`config.mk`:
```
export PLATFORM = sky130hd
export DESIGN_NAME = router_fsm_np
export DESIGN_NICKNAME = d
export VERILOG_FILES = /design/src/rtl/router_fsm_np.sv
export SDC_FILE = /design/constraint.sdc
export NUM_CORES = 1
export LEC_CHECK = 0
export ABC_AREA = 1
export ABC_CLOCK_PERIOD_IN_PS = 1700
export CORE_UTILIZATION = 48
export CTS_CLUSTER_DIAMETER = 40
export CTS_CLUSTER_SIZE = 24
export DETAILED_ROUTE_END_ITERATION = 7
export PLACE_DENSITY = 0.89
export SYNTH_ARGS = -nofsm -noshare
export SYNTH_HDL_FRONTEND = slang
export SYNTH_SLANG_ARGS = --single-unit
```
`constraint.sdc`:
```
create_clock -name clock -period 1.7 [get_ports clock]
set_input_delay 0.34 -clock clock [delete_from_list [all_inputs] [get_ports clock]]
set_output_delay 0.34 -clock clock [all_outputs]
set_load 0.1 [all_outputs]
```
`src/rtl/router_fsm_np.sv`:
```
// ---------------------------------------------------------------------------
// router_fsm_np
//
// Control FSM for an N-output packet router. It sits between the input
// register/parity block and the per-port FIFOs. It decodes the header
// destination, waits for the target FIFO to drain, and sequences the
// load/parity/check phases. Packets with an out-of-range destination, and
// packets whose FIFO does not empty within WAIT_TIMEOUT cycles, are dropped.
// Dropped packets are counted by a saturating counter.
//
// Ports:
//   clock, reset        single clock, asynchronous active-high reset
//   pkt_valid           packet byte valid from the source
//   data_in             destination field of the header byte
//   fifo_full           full flag of the currently selected FIFO
//   fifo_empty          per-FIFO empty flags
//   soft_reset          per-FIFO read-timeout soft resets
//   parity_done         parity byte has been captured
//   low_pkt_valid       pkt_valid fell while the FIFO was full
//   write_enb_reg       FIFO write enable
//   detect_add .. drop_state   one-hot style state indications
//   busy                source must hold its data
//   dest_sel            latched one-hot destination
//   err_addr            one-cycle pulse on the first cycle of a drop
//   drop_cnt            saturating count of dropped packets
// ---------------------------------------------------------------------------
module router_fsm_np #(
    parameter int NUM_PORTS    = 3,
    parameter int ADDR_W       = 2,
    parameter int WAIT_TIMEOUT = 16,
    parameter int CNT_W        = 8
) (
    input  logic                 clock,
    input  logic                 reset,
    input  logic                 pkt_valid,
    input  logic [ADDR_W-1:0]    data_in,
    input  logic                 fifo_full,
    input  logic [NUM_PORTS-1:0] fifo_empty,
    input  logic [NUM_PORTS-1:0] soft_reset,
    input  logic                 parity_done,
    input  logic                 low_pkt_valid,
    output logic                 write_enb_reg,
    output logic                 detect_add,
    output logic                 ld_state,
    output logic                 laf_state,
    output logic                 lfd_state,
    output logic                 full_state,
    output logic                 rst_int_reg,
    output logic                 busy,
    output logic                 drop_state,
    output logic [NUM_PORTS-1:0] dest_sel,
    output logic                 err_addr,
    output logic [CNT_W-1:0]     drop_cnt
);

    localparam int WAIT_W = (WAIT_TIMEOUT > 2) ? $clog2(WAIT_TIMEOUT) : 1;
    localparam logic [WAIT_W-1:0] WAIT_LAST = WAIT_W'(WAIT_TIMEOUT - 1);
    localparam logic [CNT_W-1:0]  CNT_MAX   = '1;

    typedef enum logic [3:0] {
        DECODE_ADDRESS,
        WAIT_TILL_EMPTY,
        LOAD_FIRST_DATA,
        LOAD_DATA,
        FIFO_FULL_STATE,
        LOAD_AFTER_FULL,
        LOAD_PARITY,
        CHECK_PARITY_ERROR,
        DROP_PACKET
    } state_t;

    state_t               state_q, state_d;
    logic [NUM_PORTS-1:0] dest_sel_q, dest_sel_d;
    logic [WAIT_W-1:0]    wait_cnt_q, wait_cnt_d;
    logic [CNT_W-1:0]     drop_cnt_q, drop_cnt_d;
    logic                 err_addr_q, err_addr_d;

    logic [NUM_PORTS-1:0] hdr_onehot;
    logic                 addr_ok;
    logic                 hdr_empty;
    logic                 sel_empty;
    logic                 soft_hit;

    // Header decode helpers. The one-hot value is only used when the address
    // is in range, so truncation of an out-of-range shift is harmless.
    always_comb begin
        addr_ok    = ({1'b0, data_in} < (ADDR_W + 1)'(NUM_PORTS));
        hdr_onehot = NUM_PORTS'(1) << data_in;
        hdr_empty  = |(fifo_empty & hdr_onehot);
        sel_empty  = |(fifo_empty & dest_sel_q);
        soft_hit   = |(soft_reset & dest_sel_q);
    end

    // Next-state, destination latch, wait counter and drop accounting.
    always_comb begin
        state_d    = state_q;
        dest_sel_d = dest_sel_q;
        wait_cnt_d = wait_cnt_q;
        drop_cnt_d = drop_cnt_q;
        err_addr_d = 1'b0;

        case (state_q)
            DECODE_ADDRESS: begin
                if (pkt_valid) begin
                    if (!addr_ok) begin
                        state_d = DROP_PACKET;
                    end else begin
                        dest_sel_d = hdr_onehot;
                        if (hdr_empty) begin
                            state_d = LOAD_FIRST_DATA;
                        end else begin
                            state_d    = WAIT_TILL_EMPTY;
                            wait_cnt_d = '0;
                        end
                    end
                end
            end
            WAIT_TILL_EMPTY: begin
                // Empty wins over timeout when both happen in one cycle.
                if (sel_empty) begin
                    state_d = LOAD_FIRST_DATA;
                end else if (wait_cnt_q == WAIT_LAST) begin
                    state_d = DROP_PACKET;
                end else begin
                    wait_cnt_d = wait_cnt_q + WAIT_W'(1);
                end
            end
            LOAD_FIRST_DATA: state_d = LOAD_DATA;
            LOAD_DATA: begin
                if (fifo_full) begin
                    state_d = FIFO_FULL_STATE;
                end else if (!pkt_valid) begin
                    state_d = LOAD_PARITY;
                end
            end
            FIFO_FULL_STATE: begin
                if (!fifo_full) begin
                    state_d = LOAD_AFTER_FULL;
                end
            end
            LOAD_AFTER_FULL: begin
                if (parity_done) begin
                    state_d = DECODE_ADDRESS;
                end else if (low_pkt_valid) begin
                    state_d = LOAD_PARITY;
                end else begin
                    state_d = LOAD_DATA;
                end
            end
            LOAD_PARITY: state_d = CHECK_PARITY_ERROR;
            CHECK_PARITY_ERROR: begin
                state_d = fifo_full ? FIFO_FULL_STATE : DECODE_ADDRESS;
            end
            DROP_PACKET: begin
                if (!pkt_valid) begin
                    state_d = DECODE_ADDRESS;
                end
            end
            default: state_d = DECODE_ADDRESS;
        endcase

        // A soft reset on the selected port aborts any in-flight packet.
        // Idle and dropping states have no FIFO traffic to abort.
        if (soft_hit && state_q != DECODE_ADDRESS && state_q != DROP_PACKET) begin
            state_d = DECODE_ADDRESS;
        end

        // err_addr and the counter both fire on the edge entering DROP_PACKET.
        if (state_d == DROP_PACKET && state_q != DROP_PACKET) begin
            err_addr_d = 1'b1;
            if (drop_cnt_q != CNT_MAX) begin
                drop_cnt_d = drop_cnt_q + CNT_W'(1);
            end
        end
    end

    always_ff @(posedge clock or posedge reset) begin
        if (reset) begin
            state_q    <= DECODE_ADDRESS;
            dest_sel_q <= '0;
            wait_cnt_q <= '0;
            drop_cnt_q <= '0;
            err_addr_q <= 1'b0;
        end else begin
            state_q    <= state_d;
            dest_sel_q <= dest_sel_d;
            wait_cnt_q <= wait_cnt_d;
            drop_cnt_q <= drop_cnt_d;
            err_addr_q <= err_addr_d;
        end
    end

    // Moore output decode.
    always_comb begin
        detect_add    = (state_q == DECODE_ADDRESS);
        lfd_state     = (state_q == LOAD_FIRST_DATA);
        ld_state      = (state_q == LOAD_DATA);
        laf_state     = (state_q == LOAD_AFTER_FULL);
        full_state    = (state_q == FIFO_FULL_STATE);
        rst_int_reg   = (state_q == CHECK_PARITY_ERROR);
        drop_state    = (state_q == DROP_PACKET);
        write_enb_reg = (state_q == LOAD_DATA) || (state_q == LOAD_PARITY) ||
                        (state_q == LOAD_AFTER_FULL);
        busy          = (state_q == LOAD_FIRST_DATA) || (state_q == LOAD_PARITY) ||
                        (state_q == FIFO_FULL_STATE) || (state_q == LOAD_AFTER_FULL) ||
                        (state_q == WAIT_TILL_EMPTY) || (state_q == CHECK_PARITY_ERROR);
    end

    assign dest_sel = dest_sel_q;
    assign err_addr = err_addr_q;
    assign drop_cnt = drop_cnt_q;

endmodule
```
After elaboration in Yosys (flattened, before gate mapping)
Cells that the tools add are included.

operators by class
  shift operators = 1
  reductions and logical operators = 19
  mux-type cells = 21
  equal/unequal tests = 17
  $add $sub $neg = 2
  bitwise logic cells = 3
  order comparisons = 1

operators with widths
  kind                                                                   count
  4-bit two-way mux                                                      14
  4-bit case mux with 9 select lines                                     1
  4-bit by 3-bit equality test with 1-bit output, second input constant  4
  4-bit equality test, second input constant                             3
  3-bit AND                                                              3
  3-bit two-way mux                                                      3
  3-bit OR reduction                                                     3
  8-bit by 1-bit adder with 8-bit output, second input constant          1
  4-bit by 2-bit equality test with 1-bit output, second input constant  2
  2-bit != test, second input constant                                   4
  8-bit != test, second input constant                                   1
  4-bit case mux with 2 select lines                                     1
  1-bit logical OR                                                       7
  6-bit AND reduction                                                    1
  4-bit by 1-bit adder with 4-bit output, second input constant          1
  4-bit by 1-bit equality test with 1-bit output, second input constant  1
  4-bit zero test                                                        1
  4-bit != test, second input constant                                   1
  4-bit nonzero test                                                     1
  1-bit logical AND                                                      3
  3-bit AND reduction                                                    1
  1-bit by 2-bit << shifter with 3-bit output, first input constant      1
  2-bit < comparator, second input constant                              1
  2-bit two-way mux                                                      1
  4 further kinds                                                        4

word-level totals
  bits of input ports = 14
  output and inout bits = 21
  flip-flop bits (word level) = 20

Depth between registers and ports, before layout
  depth in word-level cells = 11
  mapped depth = 10

Worst setup path after synthesis
Ideal clock, no wire load.

  path kind = flip-flop to output port
  start point = register state_q[3]
  end point = output lfd_state
  data required time = 1.360 ns
  stages on the path, launching flop included = 4
  path slack = -1.300 ns
  buffers on the path = 0
  arrival time = 2.660 ns
  cells stage by stage = dfrtp_1 inv_1 nand2_2 nor3_1

between the ends
  longest elaborated chain between the ends = 1

RTL lines
  element                                         line  source
  start, declared                                 72    state_t state_q, state_d;
  start signal, assigned                          185   state_q <= state_d;
  4-bit by 2-bit equality test with 1-bit output  196   lfd_state = (state_q == LOAD_FIRST_DATA);
  end, declared                                   46    output logic lfd_state,

Every way passes these cells.

Final worst setup path
  start point = register state_q[2]
  end point = output write_enb_reg

between the ends
  longest elaborated chain between the ends = 3
  elaborated cells between the ends (all ways) = 5

RTL lines
  element                                                                                                           line  source
  4-bit by 2-bit equality test with 1-bit output or 4-bit by 3-bit equality test with 1-bit output (tied branches)  202   write_enb_reg = (state_q == LOAD_DATA) || (state_q == LOAD_PARITY) ||
  1-bit logical OR                                                                                                  202
  1-bit logical OR (*)                                                                                              202
  end, declared                                                                                                     42    output logic write_enb_reg,

Mark *: on every way between the ends. The rest lies on a longest branch, timed or not.

==> flow_metrics.env <==
export IMPL_outcome="finished, violations left"
export IMPL_violations="setup timing"
export IMPL_grt_antenna_before_repair=0
export IMPL_n_antenna_cell=0
export IMPL_slew_viol_final=0
export IMPL_synthCells=185
export IMPL_overflow=0
export IMPL_yosysSeqAreaShare=0.385
export IMPL_fin_nets=254
export IMPL_crit_start="state_q[2]"
export IMPL_wl_met1_mm=1.67
export IMPL_drtIter0Drc=82
export IMPL_die_h_um=54.1
export IMPL_cts_buffers=3
export IMPL_core_area_um2=2520
export IMPL_synth_warnings=0
export IMPL_cp_buffers_inverters=2
export IMPL_met3_length_um=152
export IMPL_tightest_slew_ns=0.265
export IMPL_io_buffer_count=34
export IMPL_hold_class="input port to asynchronous set/reset pin"
export IMPL_io_pins=35
export IMPL_htreeDepth=1
export IMPL_synth_top_cell_area_share=0.385
export IMPL_ff2ff_setup_slack_ns=0.03
export IMPL_syn_num_nets=201
export IMPL_fillers=125
export IMPL_drtPass1Iterations=4
export IMPL_worstPathRequired_ns=1.36
export IMPL_critPathTopFamily="flip-flops"
export IMPL_grt_usage=0.286
export IMPL_max_stage_delay_ns=0.43
export IMPL_cp_cell_sequence="inv_4 -> nand2_4 -> o22ai_4 -> buf_12"
export IMPL_synth_edf_count=0
export IMPL_dp_cells=254
export IMPL_grt_pass1_wl_mm=5.76
export IMPL_synthFlopType="dfrtp_1"
export IMPL_root_buffer="clkbuf_4"
export IMPL_first_global_vias=1262
export IMPL_critPathMaxFanout=4
export IMPL_netlist_area_um2=1300
export IMPL_wl_met2_mm=2.02
export IMPL_grt_setup_unrepaired="yes"
export IMPL_highest_layer="met4"
export IMPL_final_hold_viol_count=0
export IMPL_areaGrowthSynthToFinish_pct=68.8
export IMPL_rows=18
export IMPL_ys_seq_elements=20
export IMPL_holdWs_ns=0.334
export IMPL_pwr_density_cell_nw_per_um2=1900
export IMPL_period_needed_ns=1.73
export IMPL_most_common_layout_cells="57 x nand2_1, 24 x nor2_1, 22 x buf_12"
export IMPL_clock_sinks=20
export IMPL_r2r_start="drop_cnt[0]"
export IMPL_yosys_area_top_type="dfrtp_1"
export IMPL_place_gp_congestion=0.835
export IMPL_syn_avg_cell_area_um2=7.03
export IMPL_cp_data_arrival_time_ns=1.39
export IMPL_irDropWorstVdd_uv=2030
export IMPL_worstSetupEndpointType="output port"
export IMPL_grt_max_degree=21
export IMPL_routedWlPerCell_um=14.8
export IMPL_layout_commonest_cell="nand2_1"
export IMPL_slowest_stage="dfrtp_1"
export IMPL_final_antenna_net_count=0
export IMPL_criticalPathCategory="register to output port"
export IMPL_cts_buffer_depth=2
export IMPL_critPathLaunchType="register"
export IMPL_max_slew_margin=0.824
export IMPL_setup_viol=6
export IMPL_viasPerCell=5.34
export IMPL_max_cap_violations=0
export IMPL_initial_core_util=0.516
export IMPL_preCtsSetupSlack_ns=-0.111
export IMPL_dieArea_um2=2920
export IMPL_dr_total_vias=1425
export IMPL_clk_latency_ns=0.31
export IMPL_leakage_uw=0.00106
export IMPL_drc_errors=0
export IMPL_wl_mm=3.95
export IMPL_finalWorstSetupSlack_ns=-0.0252
export IMPL_clock_skew_ns=0.00529
export IMPL_drive_gt1_frac=0.367
export IMPL_hpwlAfterDp_mm=2.68
export IMPL_cts_tree="done"
export IMPL_synth_area_top_cells="dfrtp_1 38%, nand2_1 18%, nor2_1 8.1%"
export IMPL_synth_distinct_cells=25
export IMPL_max_freq_mhz=580
export IMPL_path_clk_slew_ns=0.12
export IMPL_final_cells=267
export IMPL_finalCritPeriodShare=1.01
export IMPL_ys_async_sr_fraction=1.00
export IMPL_die_w_um=54.1
## area by class of cell
| class | count | area [µm²] | area share |
|---|---|---|---|
| Multi-Input combinational cell | 137 | 818 | 0.373 |
| Timing Repair Buffer | 48 | 672 | 0.306 |
| Sequential cell | 20 | 522 | 0.238 |
| Inverter | 28 | 110 | 0.0501 |
| Tap cell | 30 | 37.5 | 0.0171 |
| Clock buffer | 4 | 36.3 | 0.0165 |
## what timing repair did
action,4_1_cts,5_1_grt
resized for setup,12,9
hold buffers,0,0
endpoints found under the hold margin,0,0
pin swaps,5,6
endpoints found under the setup margin,16,18
buffers inserted,5,4
## metal layers
layer / up-vias / GRT usage
met2: 57 / 0.502
met3: 12 / 0.0254
li1: 685 / -
met1: 671 / 0.350
met5: - / 0
met4: 0 / 0.132
## worst reg2reg max path, cell delays in order, from the launching register on
cell,delay (ns)
dfrtp_4,0.47
ha_1,0.19
nand2_1,0.07
inv_1,0.10
nand2_1,0.11
nor3_2,0.20
nand2_2,0.13
inv_2,0.12
nor2_8,0.06
nand2_1,0.05
nand2_1,0.07
## power by group
group | total [µW] | switching, µW | internal (µW)
Sequential | 869 | 225 | 644
Clock | 289 | 158 | 131
Combinational | 3010 | 1960 | 1050
Total | 4170 | 2340 | 1820
## synthesized netlist by cell type (3+ instances only)
library cell,instances
inv_1,27
a21oi_1,5
dfrtp_1,20
nor2_1,28
xnor2_1,3
nand2_1,61
nand2_2,4
nand3_1,12
o31ai_1,3
## state kept, by name, summed over array words and instances (netlist names)
register,flops
drop_cnt,8
state_q,4
wait_cnt_q,4
dest_sel,3
err_addr,1
## worst paths after layout
kind,endpoint,cells past startpoint
setup / recovery,write_enb_reg,4
hold / removal,wait_cnt_q[1],3
setup reg to reg,drop_cnt[2],10
hold reg to reg,wait_cnt_q[0],1
max in group asynchronous,drop_cnt[1],3
min in group clock,wait_cnt_q[0],1
## per-stage QoR
stage	cell area [µm²]	total power [µW]	util	setup TNS [ns]
5_1_grt	2200	4340	0.871	-0.564
4_1_cts	2120	4060	0.842	-0.0388
3_3_place_gp	2030	3600	0.804	-0.0123
6_report	2200	4170	0.871	-0.0759
3_5_place_dp	2030	3670	0.804	-0.418
2_1_floorplan	1400	2720	-	-1.30
## cell families after synthesis
logic type / Yosys count / synth area share
AND/OR/NAND/NOR: 117 / 0.414
flip-flops: 20 / 0.385
AO/OA/AOI/OAI: 13 / 0.0663
XOR/XNOR: 4 / 0.0269
multiplexers: 1 / 0.00769
buffers and inverters: 28 / 0.0808
adder cells (fa/ha/maj): 2 / 0.0192
No activity file was read; power rests on OpenSTA's default activity.
